===== config.mk =====
export PLATFORM = sky130hd
export DESIGN_NAME = sid_bus_if
export DESIGN_NICKNAME = d
export VERILOG_FILES = /design/src/rtl/sid_bus_if.sv
export SDC_FILE = /design/constraint.sdc
export NUM_CORES = 1
export LEC_CHECK = 0
export ABC_CLOCK_PERIOD_IN_PS = 2400
export CAP_MARGIN = 20
export CORE_ASPECT_RATIO = 1.1
export CORE_MARGIN = 4
export CORE_UTILIZATION = 49
export DETAILED_ROUTE_END_ITERATION = 10
export GPL_ROUTABILITY_DRIVEN = 0
export GPL_TIMING_DRIVEN = 0
export PLACE_DENSITY = 0.88
export SYNTH_ARGS = -nofsm -noshare
export SYNTH_HDL_FRONTEND = slang
export SYNTH_SLANG_ARGS = --single-unit

===== constraint.sdc =====
create_clock -name clk -period 2.4 [get_ports clk]
set_input_delay 0.48 -clock clk [delete_from_list [all_inputs] [get_ports clk]]
set_output_delay 0.48 -clock clk [all_outputs]
set_load 0.03 [all_outputs]

===== src/rtl/sid_bus_if.sv =====
// Host-side end of the SID register bus: synchronises the asynchronous 6581 pin bus
// onto clk, turns writes into one-clk strobes and answers reads from ports or the bus latch.
module sid_bus_if #(
    parameter int SYNC_STAGES  = 2,
    parameter int DECAY_CYCLES = 2000,
    localparam int DCW         = $clog2(DECAY_CYCLES + 1)
) (
    input  logic           clk,
    input  logic           iRstN,
    input  logic           clkEn,
    input  logic           iPhi2,
    input  logic           iCSn,
    input  logic           iRW,
    input  logic [4:0]     iAddr,
    input  logic [7:0]     iDataIn,
    output logic [7:0]     oDataOut,
    output logic           oDataOE,
    input  logic [7:0]     iPotX,
    input  logic [7:0]     iPotY,
    input  logic [7:0]     iOsc3,
    input  logic [7:0]     iEnv3,
    output logic           oWE,
    output logic [4:0]     oAddr,
    output logic [7:0]     oData,
    output logic [1:0]     oDbgState,
    output logic [DCW-1:0] oDbgDecay
);

    typedef enum logic [1:0] {
        IDLE   = 2'd0,
        ACTIVE = 2'd1,
        COMMIT = 2'd2
    } busStateT;

    // Bundle layout: {phi2, nCS, rw, addr[4:0], data[7:0]}; all pins share one
    // pipeline so every stage stays aligned. nCS resets to its idle (high) level.
    localparam int             BW       = 16;
    localparam logic [BW-1:0]  SYNC_RST = 16'h4000;

    logic [BW-1:0] syncPipe [SYNC_STAGES];
    logic [BW-1:0] syncOut;
    logic          sPhi2;
    logic          sCSn;
    logic          sRW;
    logic [4:0]    sAddr;
    logic [7:0]    sData;
    logic          phi2Lag;
    logic          phi2Fall;

    busStateT      state;
    busStateT      nextState;
    logic          capEn;
    logic          commitGo;
    logic          readDone;

    logic [4:0]    capAddr;
    logic [7:0]    capData;
    logic          capRw;

    logic [7:0]    rdValue;
    logic          rdIsPort;
    logic          roWrite;
    logic [7:0]    busLatch;
    logic [DCW-1:0] decayCnt;
    logic          latchLoad;
    logic [7:0]    latchVal;

    always_ff @(posedge clk or negedge iRstN) begin
        if (!iRstN) begin
            for (int i = 0; i < SYNC_STAGES; i++) begin
                syncPipe[i] <= SYNC_RST;
            end
            phi2Lag <= 1'b0;
        end else begin
            syncPipe[0] <= {iPhi2, iCSn, iRW, iAddr, iDataIn};
            for (int i = 1; i < SYNC_STAGES; i++) begin
                syncPipe[i] <= syncPipe[i-1];
            end
            phi2Lag <= sPhi2;
        end
    end

    assign syncOut  = syncPipe[SYNC_STAGES-1];
    assign sPhi2    = syncOut[15];
    assign sCSn     = syncOut[14];
    assign sRW      = syncOut[13];
    assign sAddr    = syncOut[12:8];
    assign sData    = syncOut[7:0];
    assign phi2Fall = phi2Lag & ~sPhi2;

    always_ff @(posedge clk or negedge iRstN) begin
        if (!iRstN) begin
            state <= IDLE;
        end else begin
            state <= nextState;
        end
    end

    // A phi2 fall takes priority over a chip-select release seen in the same clk.
    always_comb begin
        nextState = state;
        capEn     = 1'b0;
        commitGo  = 1'b0;
        readDone  = 1'b0;
        case (state)
            IDLE: begin
                if (sPhi2 && !sCSn) begin
                    nextState = ACTIVE;
                    capEn     = 1'b1;
                end
            end
            ACTIVE: begin
                if (phi2Fall) begin
                    if (capRw) begin
                        nextState = IDLE;
                        readDone  = 1'b1;
                    end else begin
                        nextState = COMMIT;
                        commitGo  = 1'b1;
                    end
                end else if (sCSn) begin
                    nextState = IDLE;
                end else begin
                    capEn = 1'b1;
                end
            end
            COMMIT: begin
                nextState = IDLE;
            end
            default: begin
                nextState = IDLE;
            end
        endcase
    end

    always_ff @(posedge clk or negedge iRstN) begin
        if (!iRstN) begin
            capAddr <= 5'h00;
            capData <= 8'h00;
            capRw   <= 1'b0;
        end else if (capEn) begin
            capAddr <= sAddr;
            capData <= sData;
            capRw   <= sRW;
        end
    end

    always_comb begin
        rdValue  = busLatch;
        rdIsPort = 1'b1;
        case (capAddr)
            5'h19:   rdValue = iPotX;
            5'h1A:   rdValue = iPotY;
            5'h1B:   rdValue = iOsc3;
            5'h1C:   rdValue = iEnv3;
            default: rdIsPort = 1'b0;
        endcase
    end

    assign roWrite = (capAddr >= 5'h19);

    // The strobe is registered on the edge that enters COMMIT, so it is high
    // exactly while the FSM sits in COMMIT and can never repeat back to back.
    always_ff @(posedge clk or negedge iRstN) begin
        if (!iRstN) begin
            oWE   <= 1'b0;
            oAddr <= 5'h00;
            oData <= 8'h00;
        end else begin
            oWE <= commitGo && !roWrite;
            if (commitGo && !roWrite) begin
                oAddr <= capAddr;
                oData <= capData;
            end
        end
    end

    always_ff @(posedge clk or negedge iRstN) begin
        if (!iRstN) begin
            oDataOE  <= 1'b0;
            oDataOut <= 8'h00;
        end else begin
            oDataOE <= (state == ACTIVE) && capRw;
            if ((state == ACTIVE) && capRw) begin
                oDataOut <= rdValue;
            end
        end
    end

    assign latchLoad = commitGo || (readDone && rdIsPort);
    assign latchVal  = commitGo ? capData : rdValue;

    // A load in the same clk as the final decay tick wins over the clear.
    always_ff @(posedge clk or negedge iRstN) begin
        if (!iRstN) begin
            busLatch <= 8'h00;
            decayCnt <= '0;
        end else if (latchLoad) begin
            busLatch <= latchVal;
            decayCnt <= DCW'(DECAY_CYCLES);
        end else if (clkEn && (decayCnt != '0)) begin
            decayCnt <= decayCnt - 1'b1;
            if (decayCnt == DCW'(1)) begin
                busLatch <= 8'h00;
            end
        end
    end

    assign oDbgState = state;
    assign oDbgDecay = decayCnt;

endmodule


[Word-level counts from Yosys, hierarchy flattened]
Cells that the tools add are included.
Widths: inputs -> output; s select.
Cells by class
  add/sub/neg operators: 1
  multipliers: 0
  div/mod/pow operators: 0
  order comparisons: 1
  equal/unequal tests: 8
  shift-type cells: 0
  mux-type cells: 23
  bitwise gates (word level): 2
  reduce and logical (&&, ||, !) cells: 15
Operators with widths (number)
  $mux 8: 4
  $pmux 8 s4: 1
  $mux 11: 2
  $eq 5x5->1 const B: 4
  $eq 11x1->1 const B: 1
  $reduce_bool 11->1: 1
  $sub 11x1->11 const B: 1
  $mux 1: 10
  $mux 2: 4
  $ge 5x5->1 const B: 1
  $logic_and 1x1->1: 5
  $pmux 2 s2: 1
  $reduce_and 2->1: 2
  $reduce_bool 2->1: 2
  $reduce_or 4->1: 1
  $ne 3x3->1 const B: 1
  $eq 2x1->1 const B: 1
  $logic_not 1->1: 2
  $logic_not 2->1: 1
  $ne 2x2->1 const B: 1
  $pmux 1 s2: 1
  $and 1x1->1: 1
  $logic_or 1x1->1: 1
  $not 1->1: 1
Word-level totals
  flip-flop bits (word level): 91
  latch bits: 0
  memory bits (writable): 0
  bits in read-only memories: 0
  input port bits: 51
  output and inout bits: 36
  word-level logic and storage cells: 64
  memories: 0

[Depth between registers and ports, before layout]
Gate-level depths: netlist of run 1.
  depth in word-level cells: 8
  mapped depth: 6
  gate-level depth less buffers: 6

[Worst setup path before layout of run 1]
No wires, ideal clock.
  path kind: reg-to-reg
  from: reg decayCnt[1], in the netlist oDbgDecay[1]
  to: reg decayCnt[5], in the netlist oDbgDecay[5]
  setup time: 0.131 ns
  arrival time: 1.694 ns
  required time: 2.269 ns
  path slack: 0.574 ns
  cell stages (with the launch flop): 7
  path buffers: 0
  clock period less this slack: 1.826 ns
  path through: dfrtp_1 > inv_1 > ha_1 > or4b_1 > o211ai_1 > xor2_1 > nor2_1
Between the ends
  longest elaborated chain between the ends: 3
  elaborated cells on any way between the ends: 6
  those cells by class: 1 x add/sub; 2 x mux; 3 x reduce/logical
Ends and longest elaborated chain
  start: declaration: RTL line 64  | logic [DCW-1:0] decayCnt;
  start signal: assignment: RTL line 200  | decayCnt <= DCW'(DECAY_CYCLES);
  start signal: assignment: RTL line 202  | decayCnt <= decayCnt - 1'b1;
  $sub 11x1->11 or $reduce_bool 11->1 (tied branches): RTL line 202, 201
  $mux 11 or $logic_and 1x1->1 (tied branches): RTL line 201  | end else if (clkEn && (decayCnt != '0)) begin
  $mux 11 or $reduce_bool 2->1 (tied branches)
Several ways; a longest one is shown, not always the timed one. The select of a mux whose other input is x is not followed.
A chain may end at the register's enable or synchronous reset.

[Final worst setup path of run 1]
  from: reg decayCnt[4], in the netlist oDbgDecay[4]
  to: out oDbgDecay[4]
RTL lines
  end: declaration: RTL line 26  | output logic [DCW-1:0] oDbgDecay
No word-level cell between the ends.

==> results of run 1 <==
per-stage QoR:
stage / TNS (ns) / hold WS, ns / utilization / instances
after detailed placement: 0 / 0.3347 / 0.6332 / 458
final: 0 / 0.1003 / 0.6594 / 474
after global routing: 0 / 0.1157 / 0.6594 / 474
after floorplan: 0 / 0.1844 / - / 284
after global placement: -202.13 / 0.3325 / 0.6298 / 457
after CTS: 0 / 0.1014 / 0.6594 / 474
cell usage in the layout, fill, tap and decap left out, types with 3 or more instances in the layout:
cell              n
nor3_1            3
a211oi_1          8
mux2_4            7
inv_6             3
buf_2             4
o32ai_1           8
a221oi_1          8
o22ai_1           8
ha_1              3
clkbuf_8          9
a21oi_1          19
inv_1            12
clkdlybuf4s50_1  85
buf_6             3
dfrtp_1          89
clkbuf_1          3
nand2_1          18
mux2_2           18
o211ai_1          4
mux2i_1           9
nor2_1           17
o21ai_0           3
clkinv_2          3
how the worst max path moves through the flow:
stage	startpoint	end	slack [ns]
2_1_floorplan	oDbgDecay[1]	oDbgDecay[5]	0.57
3_3_place_gp	iRstN	oAddr[1]	-2.25
3_5_place_dp	clkEn	busLatch[5]	0.19
4_1_cts	oDbgDecay[4]	oDbgDecay[4]	0.34
5_1_grt	oDbgDecay[7]	busLatch[5]	0.21
6_report	oDbgDecay[4]	oDbgDecay[4]	0.37
power by group:
part | internal (mW) | switching [mW]
logic | 0.875 | 1.00
clock network | 0.487 | 0.528
registers | 1.89 | 0.299
per-layer routing:
| metal | GRT usage | vias to the layer above | part of all wire |
|---|---|---|---|
| met2 | 0.3035 | 96 | 0.50 |
| li1 | - | 1246 | - |
| met5 | 0 | - | 0 |
| met4 | 0.04872 | 0 | 0.012 |
| met3 | 0.05976 | 8 | 0.072 |
| met1 | 0.2426 | 1281 | 0.42 |
kinds of logic (layout without fill, tap and decap cells):
logic type / after synthesis / in the layout / share of synthesized area
flip-flops: 91 / 91 / 0.6143
AO/OA/AOI/OAI: 69 / 69 / 0.1332
adder cells (fa/ha/maj): 3 / 3 / 0.01012
multiplexers: 34 / 34 / 0.1072
AND/OR/NAND/NOR: 61 / 61 / 0.09845
buffers and inverters: 24 / 127 / 0.03203
XOR/XNOR: 2 / 2 / 0.004721
state kept, by name, indices dropped and copies added (netlist names):
signal and flops:
oDbgState 2, busLatch 8, phi2Lag 1, oDbgDecay 11, syncPipe 16, capRw 1
capData 8, oDataOut 8, oWE 1, oAddr 5, capAddr 5, oDataOE 1
oData 8, syncOut 16
area by class of cell:
| cell class | instances | area [um^2] |
|---|---|---|
| fill | 562 | 2531 |
| sequential | 91 | 2280 |
| multi-input combinational | 169 | 1313 |
| timing repair buffer | 87 | 885.9 |
| clock buffer | 9 | 123.9 |
| tap | 87 | 108.9 |
| clock inverter | 7 | 71.32 |
| buffer | 11 | 70.07 |
| inverter | 13 | 48.80 |
==> metrics.txt, run 1 <==
mean post-synth cell area=13.07 um^2; Antenna diodes=0; status=complete, no violations; vias per inst=roughly 5.6; Vias=2,631; RSZ-0062 raised after global routing=no; die area=9032 um^2; core box area=~7400 um^2; Mapped Cells=284; CTS Sinks=91; CP Cell Sequence=clkdlybuf4s50_1; drt wl/cell=16.66 um; Top Family by Delay on Critical Path=buffers and inverters; Final Hold Vio Count=0; syn nets=338; std cell rows=33; Post-CTS Repair Setup Buffers=0; worst-margin pin slew=0.5914 ns; Rel. slew slack=0.6025; layout net count=436; placed inst area=4706 um^2; share of layout cells above drive strength 1=0.1602; global route total overflow=0; ys async rst share=1.000; FF-to-FF Start=oDbgDecay[1]; post-CTS sizing=0; Yosys cell types=52; Clock Tree Buf Depth=2; post-synth top area share=0.6001; number of enable flip-flop cells after synthesis=0; dpl ws=0.1909 ns; number of cells on the critical path=1; DRC=0; final worst-path cycle share=0.8453; FMAX=492.9 MHz; Die Wd=90.98 um; most common library cells after synthesis=dfrtp_1, a21oi_1, mux2_2, nand2_1, nor2_1; antenna violations before repair=0; cell area after layout=approximately 5000 um^2; total CTS buffers=9; dominant cell type by area after synthesis=dfrtp_1; slowest stage cell, crit path=clkdlybuf4s50_1; Setup Viol. Count Final=0; CTS tree=yes; FF+latch count, synth=just over 90; Starting Density=0.4993; Pins Over Slew Limit=0; HPWL after DPL=5872 um; cts hold-fix bufs=0; ranking of synthesized cells by area=dfrtp_1, mux2_2, mux2_4; first-pass GRT wire length=13,460 um; Reg2Reg Setup Slack=0.42 ns; Port Buffers=86; synthesized area=around 3700 um^2; CP endpoint kind=primary output; total wire length=between 7000 and 8000 um; Critical Path Max Stage Delay=0.72 ns; H-tree Lvls=3; Hold/Removal Path Class=input pin to asynchronous set/reset pin; most common flop cell mapped by yosys=dfrtp_1; Root Buffer=clkbuf_8; Critical Path RT=between 1.5 and 2 ns; post-route minimum period=2.029 ns; DR iter-0 viols=121; post-route ant nets=0; vias in the first global route=~2.7k; Power, Total=5.076 mW; crit path max fanout=8; MaxCap Viol Count=0; worst-skew pair later-pin latency=0.34 ns; die height=99.28 um; First-pass DRT Iterations=4; clock skew=0.008278 ns; worst r2r dst=oDbgDecay[1]; CTS clock-pin slew for the worst setup and hold paths=0.09 ns; Area growth syn-to-layout=32.06%; I/O pin total=87; PnR worst setup slack=0.3713 ns; largest net degree at the start of global routing=53; top-count cell post-synth=dfrtp_1; Cell Pwr Density=1036 nW/um^2; All-Layer GR Usage=0.1861; Synth Warn #=0; sequential-to-total area share from yosys stat=0.6143; Worst setup SP type=flip-flop; R2R depth=6; WS Path Type=flip-flop to primary output; maximum VDD drop=0.6232 mV; arrival time at the worst endpoint=1.55 ns; Crit path buffers/inverters=1; Pleak=between 2 and 2.5 nW
(Power assumes the default switching activity.)
==> run 2: changes to the inputs <==
ABC_CLOCK_PERIOD_IN_PS = 1700   (was 2400)
CORE_UTILIZATION = 45   (was 49)
PLACE_DENSITY = 0.85   (was 0.88)
clock period = 1.7 ns   (was 2.4 ns; I/O delays follow)
==> run 2 against run 1 <==
  * The run now ends with setup timing left
  * Die area rose by 8.1%
  * Highest routed layer unchanged
  * Register-to-register slack worse by 0.50 ns
  * Critical path depth rose by 4
  * Sequential power increased by 42%
  * First-iteration DRC count grew 32%
  * Largest power group unchanged
==> metrics.txt, run 2 (synthesis gave the netlist of run 1 again) <==
total wire length=9277 um (+18%); status=finished with violations; clock skew=0.01613 ns (+0.007857 ns); crit path max fanout=8 (unchanged); FF-to-FF Start=capAddr[3]; CTS Sinks=91 (unchanged); R2R depth=5 (-1); Critical Path RT=1.93 ns (about the same); Reg2Reg Setup Slack=-0.08 ns (-0.50 ns); global route total overflow=0 (unchanged); most common cell after layout, fill and taps aside=dfrtp_1; slowest stage cell, crit path=dfrtp_1; DRC=0 (unchanged); Clock Tree Buf Depth=2 (unchanged); setup_tns=-0.2734 ns (-0.2734 ns); worst r2r dst=oDataOut[1]; sequential power share=0.425 (-0.006); I/O pin total=87 (unchanged); Top Family by Delay on Critical Path=compound AO/OA/AOI/OAI gates; FMAX=approximately 560 MHz; combinational power share=0.370 (about the same); CTS clock-pin slew for the worst setup and hold paths=0.09 ns (about the same); first-pass GRT wire length=14,000 um (+4.1%); largest net degree at the start of global routing=76 (+43%); maximum VDD drop=0.7447 mV (+19%); hold path depth=0; die height=103.2 um (+4.0%); Final Hold Vio Count=0 (unchanged); post-route minimum period=1.784 ns; final worst-path cycle share=1.050; Worst Setup EP=oDataOut[1]; std cell rows=34 (+3.0%); global-route met3 utilization=0.05355 (-0.006212); Antenna diodes=0 (unchanged); First-pass DRT Iterations=5 (+1); MaxCap Viol Count=0 (unchanged); Cell Pwr Density=1421 nW/um^2 (+37%); Area growth syn-to-layout=38.40%; Switch Pwr=2.744 mW (+50%); GRT met2 Usage=0.3259 (+0.02236); Worst setup SP type=flip-flop; WS Path Type=flip-flop to flip-flop; Hold/Removal Path Class=flip-flop to flip-flop; DR iter-0 viols=160 (+32%); internal power=4.552 mW (+40%); Pleak=2.202 nW (+7.7%); CP Cell Sequence=o311a_4 -> buf_4 -> nand2_1 -> a221oi_1 -> a21oi_1; total CTS buffers=9 (unchanged); Rel. slew slack=0.6771 (+0.07459); Root Buffer=clkbuf_8; Port Buffers=86 (unchanged); share of layout cells above drive strength 1=0.2400 (+0.07979); Die Wd=94.59 um (+4.0%); Pins Over Slew Limit=0 (unchanged); Most Crowded Layer GR=met2; arrival time at the worst endpoint=2.01 ns (+0.46 ns); dpl ws=-0.3339 ns (-0.5249 ns); worst-margin pin slew=0.4844 ns (-0.1070 ns); Starting Density=0.4665 (-0.03283); die area=9765 um^2 (+8.1%); number of cells on the critical path=5 (+4); HPWL after DPL=6179 um (+5.2%); CP endpoint kind=flip-flop; drt wl/cell=18.26 um (+9.6%); Vias=2,813 (+6.9%); Crit path buffers/inverters=1 (unchanged); met1 usage=0.2254 (-0.01723); Setup Viol. Count Final=9 (+9); RSZ-0062 raised after global routing=yes; PnR worst setup slack=-0.08420 ns (-0.4555 ns); core box area=7955 um^2 (+7.0%); crit path from=capAddr[3]; layout net count=449 (+3.0%); vias per inst=5.537 (-0.24%); vias in the first global route=2,854 (+6.0%); Sw Ratio=0.3761 (+0.01616); clock power share=0.205 (+0.005); commonest non-fill, non-tap cells in the layout=dfrtp_1, clkdlybuf4s50_1, dlygate4sd2_1, a21oi_1, nand2_1; post-route ant nets=0 (unchanged); All-Layer GR Usage=0.1867 (+0.0006240); failing checks=setup timing; CTS tree=yes; worst-skew pair later-pin latency=0.36 ns (+0.02 ns); Hold Startpoint=syncPipe[28]; antenna violations before repair=0 (unchanged); H-tree Lvls=3 (unchanged); Critical Path Max Stage Delay=0.49 ns (-0.23 ns)
[run 2: changes by cell type in the layout (fill, tap and decap cells not counted), sizes merged]
cell | before | now
clkdlybuf4s15 | 0 | 1
buf | 9 | 22
clkdlybuf4s50 | 85 | 49
dlygate4sd2 | 0 | 35
clkinvlp | 0 | 1
dlygate4sd3 | 0 | 1
inv | 16 | 14
[run 2: worst min-delay path by stage]
stage          slack, ns     endpoint
2_1_floorplan       0.04  busLatch[0]
3_3_place_gp        0.33   syncOut[1]
3_5_place_dp        0.22     oAddr[1]
4_1_cts             0.35  syncOut[12]
5_1_grt             0.36   syncOut[3]
6_report            0.35  syncOut[12]
[run 2: worst reg2reg max path: stages (launching register included)]
cell      delay (ns)
dfrtp_1         0.49
o311a_4         0.28
buf_4           0.12
nand2_1         0.18
a221oi_1        0.44
a21oi_1         0.15
[run 2: metal layers]
metal / up-vias / wire (um)
met1: 1398 / 3647
li1: 1283 / -
met5: - / 0
met2: 115 / 4738
met3: 17 / 716
met4: 0 / 175
[run 2: stage by stage]
| step | utilization | hold slack (ns) | total power [mW] | instance area (um^2) | cells |
|---|---|---|---|---|---|
| 6_report | 0.6456 | 0.3456 | 7.296 | 5136 | 508 |
| 5_1_grt | 0.6456 | 0.3575 | 7.683 | 5136 | 508 |
| 4_1_cts | 0.6342 | 0.3513 | 7.220 | 5045 | 504 |
| 3_5_place_dp | 0.5999 | 0.2247 | 5.826 | 4772 | 479 |
| 3_3_place_gp | 0.5967 | 0.3332 | 5.709 | 4747 | 478 |
| 2_1_floorplan | - | 0.04441 | 4.664 | 3751 | 284 |
[run 2: timing repair]
action,in CTS,in global routing
endpoints found under the setup margin,75,37
gates cloned,1,0
hold endpoints to repair,16,0
gates resized for setup,46,15
setup buffers,7,5
pin swaps,6,6
hold buffers,1,0
[run 2: final cells by class]
cell class | instances | area, um^2
clock buffers | 10 | 137.6
well taps | 108 | 135.1
flip-flops and latches | 91 | 2287
fillers | 586 | 2819
repair buffers | 101 | 957.2
clock inverters | 6 | 72.57
multi-input cells | 169 | 1426
plain buffers | 10 | 68.82
inverters | 13 | 51.30
[run 2: power groups by stage]
stage	sequential [mW]	clock, mW	combinational, mW
2_1_floorplan	3.71	0	0.951
3_3_place_gp	3.11	0	2.60
3_5_place_dp	3.14	0	2.68
4_1_cts	3.08	1.53	2.61
5_1_grt	3.17	1.63	2.88
6_report	3.10	1.50	2.70
